`src/rtl/approx_rca_pipe.sv`:
```
// approx_rca_pipe: pipelined ripple-carry adder with a runtime-selectable
// approximate LSB segment. Approximate cells take S = Y, Cout = X and ignore
// their carry-in. An exact carry chain runs in parallel with the datapath so
// every result carries a flag saying whether it equals the true sum. A
// saturating counter tallies delivered results that were not exact.
//
// Pipeline layout: an index p in 0..STAGES labels the boundary in front of
// stage p. Boundary 0 is the input port. Boundary p+1 is the register of
// stage p. Boundary STAGES is therefore the output register, and every
// stage reads boundary p and writes boundary p+1.
module approx_rca_pipe #(
    parameter int WIDTH       = 16,
    parameter int APPROX_BITS = 8,
    parameter int STAGES      = 2,
    parameter int ERR_W       = 16
) (
    input  logic             clk,
    input  logic             rst,
    input  logic             in_valid,
    output logic             in_ready,
    input  logic [WIDTH-1:0] in_a,
    input  logic [WIDTH-1:0] in_b,
    input  logic             approx_en,
    output logic             out_valid,
    input  logic             out_ready,
    output logic [WIDTH:0]   out_sum,
    output logic             out_exact,
    output logic [ERR_W-1:0] err_cnt,
    input  logic             err_clr
);

    localparam int SEG = WIDTH / STAGES;
    localparam logic [ERR_W-1:0] ERR_MAX = '1;

    // The carry chain can only be cut evenly.
    if (WIDTH % STAGES != 0) begin : g_bad_stages
        $error("approx_rca_pipe: WIDTH must be a multiple of STAGES");
    end
    if (APPROX_BITS < 0 || APPROX_BITS > WIDTH) begin : g_bad_approx
        $error("approx_rca_pipe: APPROX_BITS must lie in 0..WIDTH");
    end

    // Boundary signals. Index 0 is the input port, index STAGES is the output.
    logic [STAGES:0] pv;                // valid
    logic [STAGES:0] rdy;               // stage p may load this cycle
    logic [STAGES:0] pcarry;            // datapath carry out of the bits done so far
    logic [WIDTH-1:0] pa     [STAGES+1];
    logic [WIDTH-1:0] pb     [STAGES+1];
    logic [WIDTH-1:0] psum   [STAGES+1];
    logic [WIDTH-1:0] pesum  [STAGES+1];
    logic             pax    [STAGES+1];
    logic             pecarry[STAGES+1];
    logic             pexact [STAGES+1];

    assign pv[0]      = in_valid;
    assign pa[0]      = in_a;
    assign pb[0]      = in_b;
    assign pax[0]     = approx_en;
    assign psum[0]    = '0;
    assign pesum[0]   = '0;
    assign pcarry[0]  = 1'b0;
    assign pecarry[0] = 1'b0;
    assign pexact[0]  = 1'b1;

    // Backpressure: a stage can load when it is empty or its content moves on.
    always_comb begin
        rdy = '0;
        rdy[STAGES] = out_ready;
        for (int k = STAGES - 1; k >= 0; k--) begin
            rdy[k] = ~pv[k+1] | rdy[k+1];
        end
    end

    assign in_ready = rdy[0];

    for (genvar gi = 0; gi < STAGES; gi++) begin : g_stage
        logic             valid_q,  valid_d;
        logic [WIDTH-1:0] a_q,      a_d;
        logic [WIDTH-1:0] b_q,      b_d;
        logic             ax_q,     ax_d;
        logic [WIDTH-1:0] sum_q,    sum_d;
        logic             carry_q,  carry_d;
        logic [WIDTH-1:0] esum_q,   esum_d;
        logic             ecarry_q, ecarry_d;
        logic             exact_q,  exact_d;
        logic             take;
        logic             c_apx;
        logic             c_ext;
        logic             x_bit;
        logic             y_bit;

        assign take = rdy[gi] & pv[gi];

        // Ripple segment gi through both chains; everything else is forwarded.
        always_comb begin
            valid_d  = rdy[gi] ? pv[gi] : valid_q;
            a_d      = a_q;
            b_d      = b_q;
            ax_d     = ax_q;
            sum_d    = sum_q;
            carry_d  = carry_q;
            esum_d   = esum_q;
            ecarry_d = ecarry_q;
            exact_d  = exact_q;
            c_apx    = pcarry[gi];
            c_ext    = pecarry[gi];
            x_bit    = 1'b0;
            y_bit    = 1'b0;
            if (take) begin
                a_d    = pa[gi];
                b_d    = pb[gi];
                ax_d   = pax[gi];
                sum_d  = psum[gi];
                esum_d = pesum[gi];
                for (int j = 0; j < SEG; j++) begin
                    x_bit = pa[gi][gi*SEG + j];
                    y_bit = pb[gi][gi*SEG + j];
                    // Per-bit cell choice: the approximate/exact boundary may sit mid-segment.
                    if (pax[gi] && (gi*SEG + j) < APPROX_BITS) begin
                        sum_d[gi*SEG + j] = y_bit;
                        c_apx             = x_bit;
                    end else begin
                        sum_d[gi*SEG + j] = x_bit ^ y_bit ^ c_apx;
                        c_apx             = (x_bit & y_bit) | (c_apx & (x_bit ^ y_bit));
                    end
                    esum_d[gi*SEG + j] = x_bit ^ y_bit ^ c_ext;
                    c_ext              = (x_bit & y_bit) | (c_ext & (x_bit ^ y_bit));
                end
                carry_d  = c_apx;
                ecarry_d = c_ext;
                // Only the last stage's flag is consumed; by then both chains are complete.
                exact_d  = ({c_apx, sum_d} == {c_ext, esum_d});
            end
        end

        // Stage register; reset discards whatever was in flight.
        always_ff @(posedge clk) begin
            if (rst) begin
                valid_q  <= 1'b0;
                a_q      <= '0;
                b_q      <= '0;
                ax_q     <= 1'b0;
                sum_q    <= '0;
                carry_q  <= 1'b0;
                esum_q   <= '0;
                ecarry_q <= 1'b0;
                exact_q  <= 1'b0;
            end else begin
                valid_q  <= valid_d;
                a_q      <= a_d;
                b_q      <= b_d;
                ax_q     <= ax_d;
                sum_q    <= sum_d;
                carry_q  <= carry_d;
                esum_q   <= esum_d;
                ecarry_q <= ecarry_d;
                exact_q  <= exact_d;
            end
        end

        assign pv[gi+1]      = valid_q;
        assign pa[gi+1]      = a_q;
        assign pb[gi+1]      = b_q;
        assign pax[gi+1]     = ax_q;
        assign psum[gi+1]    = sum_q;
        assign pcarry[gi+1]  = carry_q;
        assign pesum[gi+1]   = esum_q;
        assign pecarry[gi+1] = ecarry_q;
        assign pexact[gi+1]  = exact_q;
    end

    assign out_valid = pv[STAGES];
    assign out_sum   = {pcarry[STAGES], psum[STAGES]};
    assign out_exact = pexact[STAGES];

    logic [ERR_W-1:0] err_cnt_q, err_cnt_d;
    logic             out_xfer;

    assign out_xfer = pv[STAGES] & out_ready;

    // Count delivered inexact sums, saturating; a clear always takes priority.
    always_comb begin
        err_cnt_d = err_cnt_q;
        if (err_clr) begin
            err_cnt_d = '0;
        end else if (out_xfer && !pexact[STAGES] && err_cnt_q != ERR_MAX) begin
            err_cnt_d = err_cnt_q + ERR_W'(1);
        end
    end

    // Mismatch counter register.
    always_ff @(posedge clk) begin
        if (rst) begin
            err_cnt_q <= '0;
        end else begin
            err_cnt_q <= err_cnt_d;
        end
    end

    assign err_cnt = err_cnt_q;

endmodule

```
`config.mk`:
```
export PLATFORM = sky130hd
export DESIGN_NAME = approx_rca_pipe
export DESIGN_NICKNAME = d
export VERILOG_FILES = /design/src/rtl/approx_rca_pipe.sv
export SDC_FILE = /design/constraint.sdc
export NUM_CORES = 1
export LEC_CHECK = 0
export BUFFER_PORTS_ARGS = -buffer_cell sky130_fd_sc_hd__buf_2
export CORE_ASPECT_RATIO = 0.5
export CORE_UTILIZATION = 50
export CTS_CLUSTER_DIAMETER = 120
export DETAILED_ROUTE_END_ITERATION = 12
export GPL_TIMING_DRIVEN = 0
export PLACE_DENSITY = 0.82
export SLEW_MARGIN = 20
export SYNTH_ARGS = -nofsm -noshare
export SYNTH_HDL_FRONTEND = slang
export SYNTH_SLANG_ARGS = --single-unit
export TNS_END_PERCENT = 5
```
`constraint.sdc`:
```
create_clock -name clk -period 12.1 [get_ports clk]
set_input_delay 1.815 -clock clk [delete_from_list [all_inputs] [get_ports clk]]
set_output_delay 1.815 -clock clk [all_outputs]
set_load 0.01 [all_outputs]
```
* After elaboration in Yosys (flattened, before gate mapping) *
Index checks and enable logic that the tools add are counted.

cells by class
  $add $sub $neg = 1
  reduce and logical (&&, ||, !) cells = 4
  equality and inequality tests = 2
  bitwise logic cells = 129
  muxes and demuxes = 39

operators with widths
  kind                                                             count
  1-bit AND                                                        49
  1-bit bitwise XOR                                                46
  1-bit 2-to-1 mux                                                 39
  1-bit bitwise OR                                                 32
  17-bit equality test                                             1
  16-bit by 1-bit adder with 16-bit output, second input constant  1
  16-bit inequality test, second input constant                    1
  1-bit logical AND                                                2
  1-bit inverter                                                   2
  2-bit OR reduction                                               1
  1-bit zero test                                                  1

word-level totals
  bits of input ports = 38
  word-level logic and storage cells = 187
  output and inout bits = 36
  bits in registers = 86

* Longest topological paths before layout *
Gate-level depths: netlist of the first run.

  word-level depth = 32
  depth in mapped cells = 19
  depth with buffers taken out = 18

* Worst setup path after synthesis of the first run *
OpenSTA, ideal clock, no wires.

  path kind = input port to flip-flop
  start = input port approx_en
  end = register g_stage[0].sum_q[7]
  required time = 12.022 ns
  stages = 19
  arrival = 7.058 ns
  path slack = 4.964 ns
  cell sequence = clkbuf_1 > buf_2 > mux2_2 > fa_1 > mux2_2 > fa_1 > mux2_2 > fa_1 > mux2_2 > fa_1 > mux2_2 > fa_1 > mux2_2 > fa_1 > mux2i_1 > fa_1 > nor2_1 > a211oi_1 > nor3_1

between the ends
  word-level cells in the longest chain between the ends = 28

ends and longest elaborated chain
  element               line  RTL
  from (decl)           23    input logic approx_en,
  1-bit 2-to-1 mux      119   if (pax[gi] && (gi*SEG + j) < APPROX_BITS) begin
  1-bit 2-to-1 mux      109   if (take) begin
  1-bit AND             124   c_apx = (x_bit & y_bit) | (c_apx & (x_bit ^ y_bit));
  1-bit bitwise OR      124
  1-bit 2-to-1 mux      119
  1-bit 2-to-1 mux      109
  1-bit AND             124
  1-bit bitwise OR      124
  (+12 left out)        --
  1-bit 2-to-1 mux      119
  1-bit 2-to-1 mux      109
  1-bit AND             124
  1-bit bitwise OR      124
  1-bit 2-to-1 mux      119
  1-bit 2-to-1 mux      109
  1-bit bitwise XOR     123   sum_d[gi*SEG + j] = x_bit ^ y_bit ^ c_apx;
  1-bit 2-to-1 mux (*)  119
  to (signal assigned)  153   sum_q <= sum_d;
  to (decl)             81    logic [WIDTH-1:0] sum_q, sum_d;

Mark *: on every way between the ends. The rest lies on a longest branch, timed or not. The select of a mux whose other input is x is not followed.
A chain may end at the register's enable or synchronous reset.

* Worst setup path after layout of the first run *
Same ends and word-level chain as after synthesis.

==> results of run 1 <==
==> how the worst max path moves through the flow <==
stage / start / endpoint / slack, ns / depth (start not counted)
detailed placement: approx_en / g_stage[0].sum_q[7] / 4.47 / 19
floorplan: approx_en / g_stage[0].sum_q[7] / 4.96 / 19
global placement: approx_en / g_stage[0].sum_q[7] / 4.61 / 19
finish: approx_en / g_stage[0].sum_q[7] / 4.78 / 19
CTS: approx_en / g_stage[0].sum_q[7] / 4.80 / 19
global route: approx_en / g_stage[0].sum_q[7] / 4.53 / 19
==> critical path: cells and delay by family <==
kind,cells,cell delay [ns]
AO/OA/AOI/OAI,1,0.06
adder cells (fa/ha/maj),7,2.63
buffers and inverters,2,0.80
multiplexers,7,2.02
AND/OR/NAND/NOR,2,0.25
==> metal layers <==
metal | track usage, % | share of wire, % | vias up
met3 | 6.882 | 6.3 | 19
met4 | 8.584 | 2.0 | 0
met5 | 0 | 0 | -
met1 | 30.80 | 45 | 1533
li1 | - | - | 1594
met2 | 38.47 | 47 | 116
==> logic make-up (layout without fill, tap and decap cells) <==
family | Yosys count | count (layout) | synth area share, %
AOI/OAI and AO/OA | 84 | 84 | 13.15
muxes | 17 | 17 | 4.738
xor gates and xnor gates | 16 | 16 | 3.737
DFF | 70 | 70 | 37.37
buffers and inverters | 46 | 132 | 5.272
and+or+nand+nor | 154 | 154 | 19.45
adders and majority gates | 32 | 32 | 16.28
==> power breakdown <==
part	leakage (nW)	internal, mW	total, mW	switching (mW)
clock	0.138	0.153	0.245	0.0924
combinational	1.12	0.0364	0.0844	0.0480
sequential	0.573	0.243	0.252	0.00906
total	1.83	0.432	0.581	0.149
==> synthesized netlist by cell type (all sizes together), types with 6 or more instances <==
cell type	count
nand3	9
nor3	8
inv	22
mux2i	11
clkbuf	16
nand2	79
xor2	12
fa	28
a211oi	19
dfxtp	70
a21oi	50
buf	8
mux2	6
nor2	23
or4	6
o31ai	7
==> sequential cells by signal, indices dropped and copies added, names as in the netlist <==
register and cells:
g_stage.sum_q 24, err_cnt 16, g_stage.a_q 8, g_stage.b_q 8, g_stage.esum_q 8, g_stage.carry_q 2, g_stage.ecarry_q 1, g_stage.valid_q 1
out_exact 1, out_valid 1
==> layout make-up <==
| cell class | instances | area, um^2 |
|---|---|---|
| Buffer | 24 | 115.1 |
| Clock buffer | 13 | 270.3 |
| Clock inverter | 1 | 5.005 |
| Fill cell | 583 | 2462 |
| Inverter | 22 | 82.58 |
| Multi-Input combinational cell | 303 | 2151 |
| Sequential cell | 70 | 1401 |
| Tap cell | 92 | 115.1 |
| Timing Repair Buffer | 72 | 360.3 |
==> cells in the final DEF, fill, tap and decap left out, drive strengths merged, types with 2 or more instances in the layout <==
cell | netlist | layout
and2 | 2 | 2
and4 | 4 | 4
or2 | 3 | 3
a211oi | 19 | 19
nor2 | 23 | 23
clkbuf | 16 | 29
or3 | 5 | 5
nor4 | 4 | 4
nand2 | 79 | 79
inv | 22 | 22
nand3b | 3 | 3
or4 | 6 | 6
nand3 | 9 | 9
dfxtp | 70 | 70
o21ai | 5 | 5
xnor2 | 4 | 4
xor2 | 12 | 12
a21oi | 50 | 50
nor3 | 8 | 8
nand4 | 5 | 5
ha | 4 | 4
mux2i | 11 | 11
mux2 | 6 | 6
fa | 28 | 28
buf | 8 | 80
o31ai | 7 | 7
==> flow_summary.toml, run 1 <==
[placed_design]
gp_congestion = 0.9103
dpl-instance-area_um2 = 4225
placed_cells = 583
buffer_ports.inserted = 72
dp_hpwl_um = 6532
preCtsSetupSlack_ns = 4.471

[floorplanning]
die_h_um = 63.24
row_count = 21
floorplan.initialDensity_pct = 53.85
num_io_pins = 74
die_w_um = 124.5
die_area_um2 = 7871
fp.coreArea_um2 = 6963

[worst_setup_path]
cp_data_arrival_time_ns = 7.58
timing.critical_path.required_ns = 12.36
worstSetupEndpointType = "flop"
critPathKind = "in -> reg"
worst_setup_path_start_kind = "input pin"
path_common_cell = "sky130_fd_sc_hd__fa_1"
r2r_start = "g_stage[0].a_q[8]"
r2r_cells = 13
r2r_setup_slack_ns = 7.84
reg2reg_to = "out_exact"
critical_path_peak_fanout = 10
worst_path_largest_cell_delay_ns = 0.46
critical_path.cell_chain = "clkbuf_1 -> buf_2 -> mux2_2 -> fa_1 -> mux2_2 -> fa_1 -> mux2_2 -> fa_1 -> mux2_2 -> fa_1 -> mux2_2 -> fa_1 -> mux2_2 -> fa_1 -> mux2i_1 -> fa_1 -> nor2_1 -> a211oi_1 -> nor3_1"
crit_slowest_cell = "sky130_fd_sc_hd__fa_1"

[hold_path]
holdPathEnd = "g_stage[1].sum_q[3]"
worstHoldPathType = "reg -> reg"
hold_depth = 2
hold_path.startpoint = "g_stage[1].sum_q[3]"

[power]
p_leak_nw = 1.833
pwrdens_nw_per_um2 = 129.2
totalPowerFinal_mw = 0.5814
max-vdd-ir-drop_uv = 69.19

[drt]
finalWirelength_um = 8695
drt.antenna.violating_nets = 0
post_drt_wl_per_cell_um = 14.56
drc_errors = 0
vias_after_detailed_routing = 3262
first_iter_violations = 170
viasPerCell = 5.464
drt-pass1-iter-count = 5

[grt]
grt_max_degree = 11
grt.total_usage_pct = 23.90
antenna_found_initial = 0
overflow = 0
grt_pass1_wl_um = 14670
via_count_of_the_first_global_routing_pass = 3059

[timing]
setup-tns-final_ns = 0
worst_clk_skew_ns = 0.005170
setup_repair_after_global_routing_missed_its_margin = "no"
max_slew.worst_pin.slew_ns = 0.5817
fin_worst_hold_slack_ns = 0.4497
slew_viol_final = 0
finalSetupViolCount = 0
setup_slack_ns = 4.781
timing.slew.headroom_pct = 61.22
min_period_over_period_pct = 60.49
hold_violations = 0
layout_min_cycle_time_ns = 7.320
max_clock_freq_ghz = 0.1366

[logic_synthesis]
share_of_the_synthesized_area_in_the_top_cell_type_pct = 37.37
post_synthesis_cell_area_um2 = 3750
synth_async_sr_flop_share_pct = 0
post_synth_main_area_contributors = "sky130_fd_sc_hd__dfxtp_1 37%, sky130_fd_sc_hd__fa_1 15%, sky130_fd_sc_hd__nand2_1 7.9%, sky130_fd_sc_hd__a21oi_1 6.7%, sky130_fd_sc_hd__a211oi_1 3.8%"
yosys.cell_types.count = 37
synthDominantAreaCellType = "sky130_fd_sc_hd__dfxtp_1"
synth_seq_area_share_pct = 37.37
synth-edff-count = 0
yosys_warnings = 0
synthesis.instances = 419
yosys_most_used_dff = "sky130_fd_sc_hd__dfxtp_1"
postSynthNetCount = 489
synth_seq_cells = 70
post_synth.cell_area_avg_um2 = 8.950

[job]
maxCapViolations = 0

[finish]
stdcell_area_um2 = 4501
layout.core_utilization_pct = 64.64
finalNetCount = 572
layoutNonFillerInstCount = 597
layout-area-overhead-vs-synth_pct = 20.02
n_antenna_cell = 0
layout_cells_sized_above_1_pct = 20.59

[cts]
clkSlewWorstSetupHoldPaths_ns = 0.05
clock_tree.htree_level_count = 3
post_cts.resized_instances = 0
clock_insertion_delay_worst_skew_ns = 0.33
cts_made_buffers = 9
cts_max_path_buffers = 2
tritoncts_clock_tree = "yes"
clk_root_buffer_cell = "sky130_fd_sc_hd__clkbuf_16"
clock-sinks = 70
cts_hold_buffers = 0
post_cts.repair.setup_buffers = 0

[run_status]
status = "finished, final reports clean"
(Power assumes the default switching activity.)
==> inputs of run 2 (changes only) <==
--- a/config.mk
+++ b/config.mk
@@ -5,13 +5,14 @@
 export SDC_FILE = /design/constraint.sdc
 export NUM_CORES = 1
 export LEC_CHECK = 0
+export ABC_AREA = 1
 export BUFFER_PORTS_ARGS = -buffer_cell sky130_fd_sc_hd__buf_2
 export CORE_ASPECT_RATIO = 0.5
 export CORE_UTILIZATION = 50
 export CTS_CLUSTER_DIAMETER = 120
 export DETAILED_ROUTE_END_ITERATION = 12
 export GPL_TIMING_DRIVEN = 0
-export PLACE_DENSITY = 0.82
+export PLACE_DENSITY = 0.85
 export SLEW_MARGIN = 20
 export SYNTH_ARGS = -nofsm -noshare
 export SYNTH_HDL_FRONTEND = slang
==> constraint.sdc (replaced) <==
create_clock -name clk -period 6.7 [get_ports clk]
set_input_delay 1.005 -clock clk [delete_from_list [all_inputs] [get_ports clk]]
set_output_delay 1.005 -clock clk [all_outputs]
set_load 0.01 [all_outputs]
==> flow_summary.toml, run 2 <==
[logic_synthesis]
synth_seq_cells = 70
post_synthesis_cell_area_um2 = 3821
synth-edff-count = 0
yosys_warnings = 0
yosys.cell_types.count = 27
post_synth_main_area_contributors = "sky130_fd_sc_hd__dfxtp_1 37%, sky130_fd_sc_hd__fa_1 15%, sky130_fd_sc_hd__a21oi_1 7.7%, sky130_fd_sc_hd__nand2_1 7.7%, sky130_fd_sc_hd__nor2_1 7.2%"
synthesis.instances = 488
yosys.cell_count.top_type = "sky130_fd_sc_hd__nand2_1"
yosys_most_used_dff = "sky130_fd_sc_hd__dfxtp_1"
postSynthNetCount = 558
ys_top_cells_by_count = "78 x sky130_fd_sc_hd__nand2_1, 73 x sky130_fd_sc_hd__nor2_1, 70 x sky130_fd_sc_hd__dfxtp_1"
synth_async_sr_flop_share_pct = 0
synthDominantAreaCellType = "sky130_fd_sc_hd__dfxtp_1"
share_of_the_synthesized_area_in_the_top_cell_type_pct = 36.67
post_synth.cell_area_avg_um2 = 7.830
synth_seq_area_share_pct = 36.67

[worst_setup_path]
timing.critical_path.required_ns = 6.96
r2r_setup_slack_ns = 2.75
cp_data_arrival_time_ns = 6.57
critical_path_peak_fanout = 10
critPathKind = "in -> reg"
worstSetupEndpointType = "flop"
reg2reg_to = "out_exact"
r2r_start = "g_stage[0].carry_q"
r2r_cells = 17
worst_setup_path_start_kind = "input pin"

[floorplanning]
die_area_um2 = 8017
row_count = 22
die_w_um = 125.6
fp.coreArea_um2 = 7350
floorplan.initialDensity_pct = 51.99
num_io_pins = 74
die_h_um = 63.82

[finish]
most_common_cell_after_layout_fill_and_taps_aside = "sky130_fd_sc_hd__nand2_1"
layout-area-overhead-vs-synth_pct = 19.48
commonest_non_fill_non_tap_cells_in_the_layout = "78 x sky130_fd_sc_hd__nand2_1, 74 x sky130_fd_sc_hd__buf_2, 73 x sky130_fd_sc_hd__nor2_1"
layout_cells_sized_above_1_pct = 18.64
layoutNonFillerInstCount = 670
regMostFlops = "g_stage.sum_q"
finalNetCount = 641
n_antenna_cell = 0
stdcell_area_um2 = 4566
largest_register_ff_count = 24
final.fill_count = 643

[power]
p_leak_nw = 2.057
max-vdd-ir-drop_uv = 121.3
pwrdens_nw_per_um2 = 234.7
totalPowerFinal_mw = 1.072

[run_status]
violations = "design-rule violations"
status = "complete, but fails checks"

[timing]
finalSetupViolCount = 0
setup-tns-final_ns = 0
slew_viol_final = 0
layout_min_cycle_time_ns = 6.307
hold_violations = 0
worst_clk_skew_ns = 0.005649
fin_worst_hold_slack_ns = 0.4721
max_slew.worst_pin.slew_ns = 0.5545
max_clock_freq_ghz = 0.1586
timing.slew.headroom_pct = 63.04
setup_repair_after_global_routing_missed_its_margin = "no"
min_period_over_period_pct = 94.13

[grt]
grt.total_usage_pct = 24.34
via_count_of_the_first_global_routing_pass = 3252
grt_max_degree = 12
antenna_found_initial = 0
grt_pass1_wl_um = 15040
overflow = 0

[cts]
clock_insertion_delay_worst_skew_ns = 0.33
post_cts.resized_instances = 0
post_cts.repair.setup_buffers = 0
clkSlewWorstSetupHoldPaths_ns = 0.05
cts_max_path_buffers = 2
cts_hold_buffers = 0
tritoncts_clock_tree = "yes"
clock_tree.htree_level_count = 3
clock-sinks = 70
clk_root_buffer_cell = "sky130_fd_sc_hd__clkbuf_16"
cts_made_buffers = 9

[drt]
drt.antenna.violating_nets = 0
drc_errors = 4
drt-pass1-iter-count = 8
vias_after_detailed_routing = 3443
first_iter_violations = 225
post_drt_wl_per_cell_um = 13.39
finalWirelength_um = 8974
viasPerCell = 5.139

[placed_design]
gp_congestion = 0.8468
buffer_ports.inserted = 72
placed_cells = 656
dpl-instance-area_um2 = 4302
dp_hpwl_um = 6534

[hold_path]
worstHoldPathType = "reg -> reg"
holdPathEnd = "g_stage[0].esum_q[5]"
hold_path.startpoint = "g_stage[0].esum_q[5]"
hold_depth = 2

[job]
maxCapViolations = 0
run 2: changes by cell type in the layout (fill, tap and decap cells not counted), moves of 9 or more:
cell,previous run,this run
sky130_fd_sc_hd__inv_1,22,52
sky130_fd_sc_hd__mux2i_1,11,1
sky130_fd_sc_hd__a21oi_1,50,59
sky130_fd_sc_hd__o21ai_0,5,52
sky130_fd_sc_hd__nor2_1,23,73
sky130_fd_sc_hd__a211oi_1,19,0
run 2: stage by stage:
step           setup slack [ns]  utilization, %
2_1_floorplan            0.4668               -
3_3_place_gp             0.1695           58.53
3_5_place_dp            0.02419           58.53
4_1_cts                  0.3653           62.12
5_1_grt                  0.1037           62.12
6_report                 0.3933           62.12
run 2: kinds of logic (layout without fill, tap and decap cells):
kind of cell / after synthesis / count (layout) / share of synthesized area, %
muxes: 7 / 7 / 2.030
xor gates and xnor gates: 16 / 16 / 3.667
DFF: 70 / 70 / 36.67
AOI/OAI and AO/OA: 114 / 114 / 15.39
and+or+nand+nor: 175 / 175 / 18.40
buffers and inverters: 74 / 160 / 7.858
adders and majority gates: 32 / 32 / 15.98
run 2: where the power goes:
| group | switching (mW) | leakage [nW] | internal (mW) | total, mW |
|---|---|---|---|---|
| sequential | 0.0169 | 0.576 | 0.443 | 0.460 |
| combinational | 0.111 | 1.35 | 0.0770 | 0.188 |
| clock | 0.169 | 0.126 | 0.254 | 0.424 |
run 2: critical path, stage by stage:
cell                       delay [ns]
sky130_fd_sc_hd__clkbuf_1        0.26
sky130_fd_sc_hd__clkbuf_1        0.41
sky130_fd_sc_hd__mux2_2          0.40
sky130_fd_sc_hd__fa_1            0.36
sky130_fd_sc_hd__mux2_2          0.28
sky130_fd_sc_hd__fa_1            0.35
sky130_fd_sc_hd__mux2_2          0.28
sky130_fd_sc_hd__fa_1            0.37
sky130_fd_sc_hd__mux2_2          0.28
sky130_fd_sc_hd__fa_1            0.36
sky130_fd_sc_hd__mux2_2          0.28
sky130_fd_sc_hd__fa_1            0.36
sky130_fd_sc_hd__mux2_2          0.28
sky130_fd_sc_hd__fa_1            0.37
sky130_fd_sc_hd__mux2i_1         0.19
sky130_fd_sc_hd__fa_1            0.44
sky130_fd_sc_hd__nor2_1          0.11
sky130_fd_sc_hd__a21oi_1         0.05
sky130_fd_sc_hd__a21oi_1         0.15
run 2: how the worst max path moves through the flow:
stage	from	end	cells after the start
floorplan	approx_en	g_stage[0].sum_q[7]	19
global placement	approx_en	g_stage[0].sum_q[7]	19
detailed placement	approx_en	g_stage[0].sum_q[7]	19
CTS	approx_en	g_stage[0].sum_q[7]	19
global route	approx_en	g_stage[0].sum_q[7]	19
finish	approx_en	g_stage[0].sum_q[7]	19
run 2: layout make-up:
cell class / instances / area, um^2 / share of cell area (%)
repair buffers: 72 / 360.3 / 7.893
inverters: 53 / 198.9 / 4.357
flip-flops and latches: 70 / 1401 / 30.69
well taps: 96 / 120.1 / 2.631
multi-input cells: 344 / 2120 / 46.42
clock buffers: 10 / 239.0 / 5.234
clock inverters: 4 / 25.02 / 0.5481
plain buffers: 21 / 101.3 / 2.220
run 2: per-layer routing:
metal	wire [um]	track usage (%)	vias up
li1	-	-	1718
met5	0	0	-
met1	3986	30.86	1615
met2	4360	40.35	98
met4	148	10.06	0
met3	480	5.863	12
==> inputs of run 3 (changes only) <==
--- a/config.mk
+++ b/config.mk
@@ -12,7 +12,7 @@
 export CTS_CLUSTER_DIAMETER = 120
 export DETAILED_ROUTE_END_ITERATION = 12
 export GPL_TIMING_DRIVEN = 0
-export PLACE_DENSITY = 0.85
+export PLACE_DENSITY = 0.82
 export SLEW_MARGIN = 20
 export SYNTH_ARGS = -nofsm -noshare
 export SYNTH_HDL_FRONTEND = slang
==> constraint.sdc (replaced) <==
create_clock -name clk -period 7.4 [get_ports clk]
set_input_delay 1.11 -clock clk [delete_from_list [all_inputs] [get_ports clk]]
set_output_delay 1.11 -clock clk [all_outputs]
set_load 0.01 [all_outputs]
==> flow_summary.toml, run 3 (same netlist as run 2, synthesis figures left out) <==
[placed_design]
gp_congestion = 0.8395
dp_hpwl_um = 6541
preCtsSetupSlack_ns = 0.7225
buffer_ports.inserted = 72
dpl-instance-area_um2 = 4302
placed_cells = 656

[timing]
max_clock_freq_ghz = 0.1581
fin_worst_hold_slack_ns = 0.4725
finalSetupViolCount = 0
setup_repair_after_global_routing_missed_its_margin = "no"
slew_viol_final = 0
timing.slew.headroom_pct = 60.87
setup_slack_ns = 1.076
layout_min_cycle_time_ns = 6.324
worst_clk_skew_ns = 0.004449
hold_violations = 0
setup-tns-final_ns = 0
min_period_over_period_pct = 85.46
max_slew.worst_pin.slew_ns = 0.5869

[power]
switching_share_pct = 26.25
share_clk_of_total_power_pct = 44.3
max-vdd-ir-drop_uv = 107.8
power_switching_mw = 0.2757
pwrdens_nw_per_um2 = 227.1
cell_internal_pwr_mw = 0.7747
p_leak_nw = 2.087
totalPowerFinal_mw = 1.050
power.share.combinational_pct = 16.2
power.sequential.fraction_pct = 39.6

[worst_setup_path]
timing.critical_path.required_ns = 7.67
worst_setup_path_start_kind = "input pin"
path_common_cell = "sky130_fd_sc_hd__fa_1"
cp_data_arrival_time_ns = 6.59
worst_path_largest_cell_delay_ns = 0.44
critPathKind = "in -> reg"
crit_slowest_cell = "sky130_fd_sc_hd__fa_1"
critical_path_peak_fanout = 10
critical_path.cell_chain = "clkbuf_1 -> clkbuf_1 -> mux2_2 -> fa_1 -> mux2_2 -> fa_1 -> mux2_2 -> fa_1 -> mux2_2 -> fa_1 -> mux2_2 -> fa_1 -> mux2_2 -> fa_1 -> mux2i_1 -> fa_1 -> nor2_1 -> a21oi_1 -> a21oi_1"
worstSetupEndpointType = "flop"

[drt]
finalWirelength_um = 8850
vias_after_detailed_routing = 3414
viasPerCell = 5.080
drt-pass1-iter-count = 9
drt.antenna.violating_nets = 0
post_drt_wl_per_cell_um = 13.17
first_iter_violations = 233
drc_errors = 4

[cts]
post_cts.resized_instances = 0
cts_max_path_buffers = 2
clk_root_buffer_cell = "sky130_fd_sc_hd__clkbuf_16"
cts_hold_buffers = 0
post_cts.repair.setup_buffers = 0
clock_tree.htree_level_count = 3
clkSlewWorstSetupHoldPaths_ns = 0.06
cts_made_buffers = 9
clock_insertion_delay_worst_skew_ns = 0.34
clock-sinks = 70
tritoncts_clock_tree = "yes"

[finish]
layout-area-overhead-vs-synth_pct = 21.05
layout.core_utilization_pct = 62.94
layoutNonFillerInstCount = 672
commonest_non_fill_non_tap_cells_in_the_layout = "78 x sky130_fd_sc_hd__nand2_1, 74 x sky130_fd_sc_hd__buf_2, 73 x sky130_fd_sc_hd__nor2_1"
layout_cells_sized_above_1_pct = 18.75
finalNetCount = 641
n_antenna_cell = 0
most_common_cell_after_layout_fill_and_taps_aside = "sky130_fd_sc_hd__nand2_1"
stdcell_area_um2 = 4626
largest_register_ff_count = 24
regMostFlops = "g_stage.sum_q"

[floorplanning]
die_area_um2 = 8017
die_h_um = 63.82
die_w_um = 125.6
row_count = 22
fp.coreArea_um2 = 7350
num_io_pins = 74
floorplan.initialDensity_pct = 51.99

[hold_path]
worstHoldPathType = "reg -> reg"

[grt]
grt.met2_usage_pct = 41.18
met3_usage_pct = 6.198
via_count_of_the_first_global_routing_pass = 3184
grt-busiest-layer = "met2"
groute.layer.met1.usage_pct = 29.70
overflow = 0
grt.total_usage_pct = 24.03
antenna_found_initial = 0
grt_pass1_wl_um = 14670
grt_max_degree = 13

[run_status]
status = "complete, but fails checks"
violations = "design-rule violations"

[job]
maxCapViolations = 0
[run 3: cell types whose count changed in the layout (fill, tap and decap cells not counted)]
cell                         previous run  this run
sky130_fd_sc_hd__bufinv_16              0         2
sky130_fd_sc_hd__clkbuf_1              15        16
sky130_fd_sc_hd__clkinv_2               2         1
sky130_fd_sc_hd__clkinvlp_4             2         1
sky130_fd_sc_hd__inv_6                  0         1
[run 3: layout make-up]
| cell class | count | area (um^2) |
|---|---|---|
| fill | 650 | 2724 |
| multi-input combinational | 344 | 2120 |
| sequential | 70 | 1401 |
| timing repair buffer | 72 | 360.3 |
| clock buffer | 11 | 242.7 |
| inverter | 53 | 198.9 |
| tap | 96 | 120.1 |
| buffer | 21 | 101.3 |
| clock inverter | 5 | 81.33 |
[run 3: worst paths after layout]
check | startpoint | cells after the start | slack, ns | to
setup / recovery | approx_en | 19 | 1.08 | g_stage[0].sum_q[7]
hold / removal | g_stage[0].esum_q[5] | 2 | 0.47 | g_stage[0].esum_q[5]
setup reg to reg | g_stage[0].a_q[8] | 15 | 3.41 | out_exact
hold reg to reg | g_stage[0].esum_q[5] | 2 | 0.47 | g_stage[0].esum_q[5]
[run 3: worst max-delay path: cells and delay by family]
kind	cells	cell delay, ns
adder cells (fa/ha/maj)	7	2.57
multiplexers	7	1.97
buffers and inverters	2	0.64
AO/OA/AOI/OAI	2	0.19
AND/OR/NAND/NOR	1	0.11
[run 3: power by group through the flow]
stage	combinational (mW)	sequential, mW	clock (mW)
floorplan	0.113	0.424	0
global placement	0.163	0.422	0
detailed placement	0.169	0.423	0
CTS	0.171	0.415	0.474
global route	0.196	0.418	0.492
finish	0.170	0.416	0.465
[run 3: metal layers]
metal	routed length, um	part of all wire, %	vias up
met5	0	0	-
met4	89	1.0	0
met3	460	5.2	7
met2	4221	48	113
met1	4079	46	1574
li1	-	-	1720
